==> config.mk <==
export PLATFORM = sky130hd
export DESIGN_NAME = cmd_seg_display
export DESIGN_NICKNAME = d
export VERILOG_FILES = /design/src/rtl/cmd_seg_pkg.sv /design/src/rtl/seg_hex_decode.sv /design/src/rtl/cmd_seg_display.sv
export SDC_FILE = /design/constraint.sdc
export NUM_CORES = 1
export LEC_CHECK = 0
export CORE_MARGIN = 1.5
export CORE_UTILIZATION = 55
export CTS_BUF_LIST = sky130_fd_sc_hd__clkbuf_4 sky130_fd_sc_hd__clkbuf_8
export DETAILED_ROUTE_END_ITERATION = 10
export PLACE_DENSITY_LB_ADDON = 0.15
export SYNTH_ARGS = -nofsm -noshare
export SYNTH_HDL_FRONTEND = slang
export SYNTH_SLANG_ARGS = --single-unit
==> constraint.sdc <==
create_clock -name CLK -period 5.39 [get_ports CLK]
set_clock_uncertainty 0.2 [all_clocks]
set_input_delay 1.078 -clock CLK [delete_from_list [all_inputs] [get_ports CLK]]
set_output_delay 1.078 -clock CLK [all_outputs]
set_load 0.005 [all_outputs]
==> src/rtl/cmd_seg_pkg.sv <==
// Glyph tables and the hex font for the calculator front-panel display.
// Segment order is bit6..0 = g,f,e,d,c,b,a, active low.
package cmd_seg_pkg;

    localparam logic [2:0] CMD_LD = 3'd0;
    localparam logic [2:0] CMD_AD = 3'd1;
    localparam logic [2:0] CMD_SU = 3'd2;
    localparam logic [2:0] CMD_AN = 3'd3;
    localparam logic [2:0] CMD_OR = 3'd4;
    localparam logic [2:0] CMD_SH = 3'd5;

    localparam logic [6:0] SEG_BLANK = 7'h7F;
    localparam logic [6:0] GLY_DASH  = 7'b0111111;

    localparam logic [6:0] GLY_LD_HI = 7'b1000111;
    localparam logic [6:0] GLY_LD_LO = 7'b0100001;
    localparam logic [6:0] GLY_AD_HI = 7'b0001000;
    localparam logic [6:0] GLY_AD_LO = 7'b0100001;
    localparam logic [6:0] GLY_SU_HI = 7'b0010010;
    localparam logic [6:0] GLY_SU_LO = 7'b1100011;
    localparam logic [6:0] GLY_AN_HI = 7'b0001000;
    localparam logic [6:0] GLY_AN_LO = 7'b0101011;
    localparam logic [6:0] GLY_OR_HI = 7'b1000000;
    localparam logic [6:0] GLY_OR_LO = 7'b0101111;
    localparam logic [6:0] GLY_SH_HI = 7'b0010010;
    localparam logic [6:0] GLY_SH_LO = 7'b0001011;

    function automatic logic [6:0] seg_hex(input logic [3:0] nib);
        seg_hex = SEG_BLANK;
        case (nib)
            4'h0: seg_hex = 7'b1000000;
            4'h1: seg_hex = 7'b1111001;
            4'h2: seg_hex = 7'b0100100;
            4'h3: seg_hex = 7'b0110000;
            4'h4: seg_hex = 7'b0011001;
            4'h5: seg_hex = 7'b0010010;
            4'h6: seg_hex = 7'b0000010;
            4'h7: seg_hex = 7'b1111000;
            4'h8: seg_hex = 7'b0000000;
            4'h9: seg_hex = 7'b0010000;
            4'hA: seg_hex = 7'b0001000;
            4'hB: seg_hex = 7'b0000011;
            4'hC: seg_hex = 7'b1000110;
            4'hD: seg_hex = 7'b0100001;
            4'hE: seg_hex = 7'b0000110;
            4'hF: seg_hex = 7'b0001110;
            default: seg_hex = SEG_BLANK;
        endcase
    endfunction

    // hi selects the leftmost mnemonic digit; codes 110/111 show "--"
    function automatic logic [6:0] mnem_glyph(input logic [2:0] cmd, input logic hi);
        mnem_glyph = GLY_DASH;
        case (cmd)
            CMD_LD: mnem_glyph = hi ? GLY_LD_HI : GLY_LD_LO;
            CMD_AD: mnem_glyph = hi ? GLY_AD_HI : GLY_AD_LO;
            CMD_SU: mnem_glyph = hi ? GLY_SU_HI : GLY_SU_LO;
            CMD_AN: mnem_glyph = hi ? GLY_AN_HI : GLY_AN_LO;
            CMD_OR: mnem_glyph = hi ? GLY_OR_HI : GLY_OR_LO;
            CMD_SH: mnem_glyph = hi ? GLY_SH_HI : GLY_SH_LO;
            default: mnem_glyph = GLY_DASH;
        endcase
    endfunction

endpackage

==> src/rtl/seg_hex_decode.sv <==
// Combinational nibble to 7-segment (active-low) decoder.
module seg_hex_decode
    import cmd_seg_pkg::*;
(
    input  logic [3:0] nibble,
    output logic [6:0] seg
);
    assign seg = seg_hex(nibble);
endmodule

==> src/rtl/cmd_seg_display.sv <==
// Time-multiplexed 7-segment driver: command mnemonic on the two left digits,
// latched hex operand on the rest. Define SEG_BLINK_EN to blink the "--" mnemonic.
module cmd_seg_display
    import cmd_seg_pkg::*;
#(
    parameter int N_DIGITS     = 4,
    parameter int SCAN_DIV     = 50000,
    parameter int BLINK_FRAMES = 64
) (
    input  logic                      CLK,
    input  logic                      RST,
    input  logic                      LOAD,
    input  logic [2:0]                CMD,
    input  logic [4*(N_DIGITS-2)-1:0] DATA,
    output logic [6:0]                SEG,
    output logic [N_DIGITS-1:0]       AN
);
    localparam int DW = $clog2(N_DIGITS);
    localparam int CW = $clog2(SCAN_DIV);

    if (N_DIGITS < 3 || SCAN_DIV < 2 || BLINK_FRAMES < 1) begin : g_bad_param
        $error("cmd_seg_display: illegal parameter set");
    end

    logic [2:0]                cmd_q;
    logic [4*(N_DIGITS-2)-1:0] data_q;
    logic [CW-1:0]             scan_cnt;
    logic [DW-1:0]             dig_idx;
    logic                      slot_end;
    logic                      mnem_hidden;
    logic [3:0]                nib;
    logic [6:0]                hex_seg;
    logic [6:0]                glyph;
    logic [N_DIGITS-1:0]       an_sel;

    assign slot_end = (scan_cnt == CW'(SCAN_DIV - 1));

    always_comb begin
        nib = '0;
        for (int k = 0; k < N_DIGITS - 2; k++)
            if (dig_idx == DW'(k)) nib = data_q[4*k +: 4];
    end

    seg_hex_decode u_hex (
        .nibble (nib),
        .seg    (hex_seg)
    );

    always_comb begin
        glyph = hex_seg;
        if (dig_idx == DW'(N_DIGITS - 1))
            glyph = mnem_hidden ? SEG_BLANK : mnem_glyph(cmd_q, 1'b1);
        else if (dig_idx == DW'(N_DIGITS - 2))
            glyph = mnem_hidden ? SEG_BLANK : mnem_glyph(cmd_q, 1'b0);
        an_sel = '1;
        an_sel[dig_idx] = 1'b0;
    end

    // Slot cycle 0 is forced blank so the previous digit never ghosts into the next.
    always_ff @(posedge CLK) begin
        if (RST) begin
            cmd_q    <= 3'b111;
            data_q   <= '0;
            scan_cnt <= '0;
            dig_idx  <= '0;
            SEG      <= SEG_BLANK;
            AN       <= '1;
        end else begin
            if (LOAD) begin
                cmd_q  <= CMD;
                data_q <= DATA;
            end
            if (slot_end) begin
                scan_cnt <= '0;
                dig_idx  <= (dig_idx == DW'(N_DIGITS - 1)) ? '0 : dig_idx + 1'b1;
            end else begin
                scan_cnt <= scan_cnt + 1'b1;
            end
            if (scan_cnt == '0) begin
                SEG <= SEG_BLANK;
                AN  <= '1;
            end else begin
                SEG <= glyph;
                AN  <= an_sel;
            end
        end
    end

`ifdef SEG_BLINK_EN
    localparam int FW = $clog2(BLINK_FRAMES + 1);

    logic [FW-1:0] frame_cnt;
    logic          hidden;
    logic          frame_end;

    assign frame_end   = slot_end && (dig_idx == DW'(N_DIGITS - 1));
    assign mnem_hidden = hidden && (cmd_q[2:1] == 2'b11);

    always_ff @(posedge CLK) begin
        if (RST) begin
            frame_cnt <= '0;
            hidden    <= 1'b0;
        end else if (LOAD && CMD <= CMD_SH) begin
            frame_cnt <= '0;
            hidden    <= 1'b0;
        end else if (frame_end) begin
            if (frame_cnt == FW'(BLINK_FRAMES - 1)) begin
                frame_cnt <= '0;
                hidden    <= ~hidden;
            end else begin
                frame_cnt <= frame_cnt + 1'b1;
            end
        end
    end
`else
    assign mnem_hidden = 1'b0;
`endif

endmodule

======== After elaboration in Yosys (flattened, before gate mapping) ========
Memory sizes are Yosys's and may differ from the RTL's.
Index checks and enable logic that the tools add are counted.
storage, ports and cells
  register bits ........................... 40
  ROM bits ................................ 112
  output and inout bits ................... 11
  logic and storage cells ................. 39
  memories kept ........................... 1
cells by class
  add/subtract/negate cells ............... 2
  order comparisons ....................... 2
  equal/unequal tests ..................... 9
  mux-type cells .......................... 9
  bitwise logic cells ..................... 1
  reduce and logical (&&, ||, !) cells .... 9
memories
  memory            words  width  rd ports  clocked after memory_dff  write ports  RTL line           source
  (name not given)  16     7      1         0                         0            cmd_seg_pkg.sv:30  case (nib)
operator list
  kind                     number
  $pmux W7 S5              1
  $pmux W7 S4              1
  $add A16 B1 Y16 const B  1
  $eq A16 B16 Y1 const B   1
  $logic_not A16 Y1        1
  $mux W7                  2
  $reduce_or A2 Y1         5
  $mux W4                  2
  $eq A3 B2 Y1 const B     2
  $eq A3 B3 Y1 const B     2
  $eq A2 B2 Y1 const B     2
  $not A4 Y4               1
  $eq A3 B1 Y1 const B     1
  $logic_not A3 Y1         1
  $lt A2 B3 Y1 const B     1
  $add A2 B1 Y2 const B    1
  $demux W1 S2             1
  $eq A2 B1 Y1 const B     1
  $ge A2 B1 Y1 const B     1
  $logic_not A2 Y1         1
  $mux W2                  1
  $logic_and A1 B1 Y1      1
  $mux W1                  1

======== Logic depth before layout (Yosys ltp) ========
An unclocked memory read counts as a cell.
  depth in word-level cells ............... 6
  mapped depth ............................ 10
  gate-level depth less buffers ........... 9

======== Hierarchy ========
From an unflattened synthesis, not the netlist that was laid out.
second synthesis, totals
  cells, all modules ...................... 242
  area total of the unflattened synthesis .. 2074.5 um^2
by module, submodules not included
  module           times used  cells an instance  area an instance (um^2)
  cmd_seg_display  1           207                1803.0
  seg_hex_decode   1           35                 271.5

======== Least setup slack after synthesis ========
No wires, ideal clock.
  kind .................................... flip-flop to flip-flop
  start ................................... register dig_idx[1]
  end ..................................... register SEG[3]
  setup time .............................. 0.114 ns
  arrival time ............................ 2.122 ns
  required time ........................... 5.076 ns
  slack ................................... 2.954 ns
  stages on the path, launching flop included .. 10
  path through ............................ dfxtp_1 -> inv_1 -> ha_1 -> clkbuf_1 -> nand3b_1 -> and2_1 -> ha_1 -> inv_1 -> mux4_2 -> a21o_1
on the way
  longest elaborated chain between the ends .. 6
  elaborated cells between the ends (all ways) .. 9
ends and longest elaborated chain
  what                    RTL line               source
  from (decl)             cmd_seg_display.sv:28  logic [DW-1:0] dig_idx;
  from (signal assigned)  cmd_seg_display.sv:75  dig_idx <= (dig_idx == DW'(N_DIGITS - 1)) ? '0 : dig_idx + 1'b1;
  $logic_not A2 Y1        cmd_seg_display.sv:41  if (dig_idx == DW'(k)) nib = data_q[4*k +: 4];
  $mux W4 (2 in a row)    cmd_seg_display.sv:41
  $mem_v2 Z16 W7          -
  $mux W7                 cmd_seg_display.sv:53  else if (dig_idx == DW'(N_DIGITS - 2))
  $mux W7 *               cmd_seg_display.sv:51  if (dig_idx == DW'(N_DIGITS - 1))
  to (signal assigned)    cmd_seg_display.sv:83  SEG <= glyph;
  to (decl)               cmd_seg_display.sv:15  output logic [6:0] SEG,
Mark *: on every way between the ends. The rest lies on a longest branch, timed or not.
A chain may end at the register's enable or synchronous reset.

======== Worst setup path in the final report ========
  start ................................... input RST
  end ..................................... register SEG[6]
on the way
  longest elaborated chain between the ends .. 1
ends and longest elaborated chain
  what                        RTL line               source
  from (decl)                 cmd_seg_display.sv:11  input logic RST,
  $reduce_or A2 Y1 (no line)  -
Every way passes these cells.

==> flow_summary_export.csv <==
group,metric,value,unit
power,pwr-share-clk,32.9,%
drt,viasPerCell,5.544,
drt,ant_nets,0,
sta,drv_slew,0,
synthesis,synth_nets,276,
drt,drc,0,
critical_path,r2r_start,"dig_idx[1]",
power,power,0.5904,mW
clock_tree,path_clk_slew,80,ps
power,powerDensity,236.9,nW/µm²
power,netSwitchingFraction,25.57,%
sta,max-slew-margin-rel,54.48,%
synthesis,synth_top_area_share,36.93,%
critical_path,critPathLaunchType,"input pin",
sta,holdWs,299.7,ps
synthesis,synth_cells,250,
global_routing,antenna_found_initial,0,
synthesis,synth_top_flop_cell,"dfxtp_1",
clock_tree,numClockSinks,40,
critical_path,max_stage_delay,640,ps
placed_design,place_congestion,0.8788,
die,start_util,58.35,%
finish,finalInstanceArea,2492,µm²
global_routing,first_global_vias,1546,
run_status,status,"completed",
placed_design,placed_area,2411,µm²
synthesis,synth_top_cell_by_area,"dfxtp_1",
clock_tree,root_buffer,"clkbuf_8",
die,die_y,65.79,µm
sta,tns,0,ps
die,rows,22,
placed_design,dpl.hpwl,3100,µm
min_path,worstHoldStart,"scan_cnt[0]",
critical_path,path_cells,"clkdlybuf4s50_1, inv_1, o41a_1, o31a_1, o221ai_1",
power,pwr-share-seq,54.2,%
sta,fmax,357.9,MHz
sta,worstMarginPinSlew,680.7,ps
critical_path,worstPathMaxFanout,12,
sta,hold_viol,0,
job,drv_cap,0,
critical_path,end_kind,"flip-flop",
sta,period_needed,2794,ps
drt,wl_per_cell,13.47,µm
finish,nFillCells,322,
synthesis,yosys_warnings,0,
critical_path,rrSetupSlack,2740,ps
finish,multi_input_area,1250,µm²
drt,firstDrtPassIters,4,
sta,fin_crit_sh,51.83,%
die,die-width,65.79,µm
synthesis,yosysUniqueCellTypes,49,
critical_path,cp_data_required_time,5370,ps
global_routing,grt_max_degree,18,
critical_path,rr_worst_depth,8,
placed_design,port_buffers,24,
drt,wl,4257,µm
clock_tree,post_cts_buffers,0,
die,core,3716,µm²
clock_tree,cts_resized,0,
power,combPwrFrac,13.0,%
sta,setup_viol_count_final,0,
global_routing,track_usage,21.97,%
min_path,min_to,"scan_cnt[0]",
clock_tree,cts_tree,"yes",
sta,setup_slack,2596,ps
global_routing,grt-ovfl-total,0,
placed_design,pre_cts_slack,2287,ps
die,die_area,4328,µm²
min_path,hold_path_class,"reg2reg",
drt,drt-initial-drc-count,151,
power,p_int,0.4394,mW
critical_path,cp_slowest_cell,"clkdlybuf4s50_1",
global_routing,grt_busiest_layer,"met1",
die,io_pins,25,
finish,layout-drive-gt1-share,5.224,%
power,p_switching,0.1510,mW
global_routing,grt_pass1_wl,7238,µm
finish,final-seq-area,800.8,µm²
finish,antenna_cells,0,
clock_tree,holdBufCountCts,0,
critical_path,r2r_end,"SEG[3]",
power,p_leak,0.9390,nW
clock_tree,cts_max_level,2,
global_routing,met2_usage,31.19,%
global_routing,use_met3,6.133,%
synthesis,synth.avg_cell_area,8.673,µm²
sta,rsz0062_at_grt,"false",
power,ir_drop,0.0001346,V
clock_tree,clk-insertion-delay-late,300,ps
global_routing,met1_usage,32.23,%
finish,area_growth,14.95,%
synthesis,seq_area_frac_synth,36.93,%
synthesis,async_flop_share,0,%
clock_tree,cts_buffer_depth,2,
synthesis,synth_area,2168,µm²
finish,nNetsFinal,294,
synthesis,synth_area_leaders,"dfxtp_1 37%, ha_1 6.9%, mux2i_1 5.5%",
synthesis,synth_edf_count,0,
drt,via_count,1752,
critical_path,worst_ep_arrival_time,2770,ps
critical_path,criticalPathCategory,"in2reg",
min_path,hold_path_depth,1,
clock_tree,cts-buffers-inserted,5,
synthesis,ys_ff_latch,40,
## cells in the final DEF (no fill, tap or decap), types with 3 or more instances in the layout
master	Yosys	routed
xor2_1	4	4
nand4_1	6	6
nor2_1	30	30
o21ai_0	8	8
nand3_1	9	9
clkdlybuf4s50_1	0	24
a21boi_0	3	3
nor3_1	5	5
nor4_1	4	4
clkbuf_8	0	5
nand2_1	21	21
nand3b_1	6	6
ha_1	12	12
o211ai_1	5	5
xnor2_1	13	13
dfxtp_1	40	40
inv_1	16	16
a21oi_1	4	4
mux2i_1	12	12
## flip-flops by register name, summed over array words and instances (netlist names)
name      flops
SEG           7
dig_idx       2
scan_cnt     16
AN            4
data_q        8
cmd_q         3
## power by group through the flow
stage / Clock, mW / Sequential, mW / Combinational, mW
3_3_place_gp: 0 / 0.327 / 0.0755
4_1_cts: 0.199 / 0.320 / 0.0770
2_1_floorplan: 0 / 0.323 / 0.0480
6_report: 0.194 / 0.320 / 0.0767
3_5_place_dp: 0 / 0.327 / 0.0765
5_1_grt: 0.210 / 0.322 / 0.0847
## worst max path at each step
| stage | startpoint | to | slack [ps] | cells past startpoint |
|---|---|---|---|---|
| global route | RST | SEG[6] | 2470 | 5 |
| CTS | RST | SEG[6] | 2590 | 5 |
| detailed placement | RST | SEG[4] | 2290 | 5 |
| finish | RST | SEG[6] | 2600 | 5 |
| global placement | RST | SEG[6] | 2320 | 5 |
| floorplan | dig_idx[1] | SEG[3] | 2950 | 9 |
## critical path: cells and delay by family
family                 cells  cell delay [ps]
buffers and inverters      2              930
AO/OA/AOI/OAI              3              750
## cells in the mapped netlist, types with 3 or more instances
cell type,n
nand4_1,6
xor2_1,4
nand3b_1,6
nor4_1,4
nand2_1,21
inv_1,16
o211ai_1,5
xnor2_1,13
dfxtp_1,40
nor3_1,5
a21oi_1,4
a21boi_0,3
o21ai_0,8
mux2i_1,12
clkbuf_1,10
nor2_1,30
ha_1,12
nand3_1,9
## area by class of cell
class                   instances  area share (%)
clock buffers                   5           2.761
well taps                      48           2.410
flip-flops and latches         40           32.13
inverters                      16           2.410
clock inverters                 2          0.5020
repair buffers                 24           9.639
multi-input cells             181           50.15
## cells by family (layout without fill, tap and decap cells)
kind of cell | Yosys count | count (layout) | synth area share (%)
simple gates | 100 | 100 | 23.89
flops | 40 | 40 | 36.93
compound gates | 38 | 38 | 12.87
buf+inv | 29 | 47 | 5.424
xor+xnor | 17 | 17 | 6.867
mux | 14 | 14 | 7.098
fa+ha+maj | 12 | 12 | 6.924
## stage by stage
| step | cells | utilization [%] |
|---|---|---|
| final | 316 | 67.07 |
| after global routing | 316 | 67.07 |
| after CTS | 316 | 67.07 |
| after detailed placement | 309 | 64.88 |
| after global placement | 309 | 64.88 |
| after floorplan | 250 | - |
## metal layers
metal | wire (µm) | up-vias
met4 | 53 | 0
met2 | 1790 | 40
met5 | 0 | -
met1 | 2210 | 802
li1 | - | 903
met3 | 202 | 7
No activity file was read; power rests on OpenSTA's default activity.
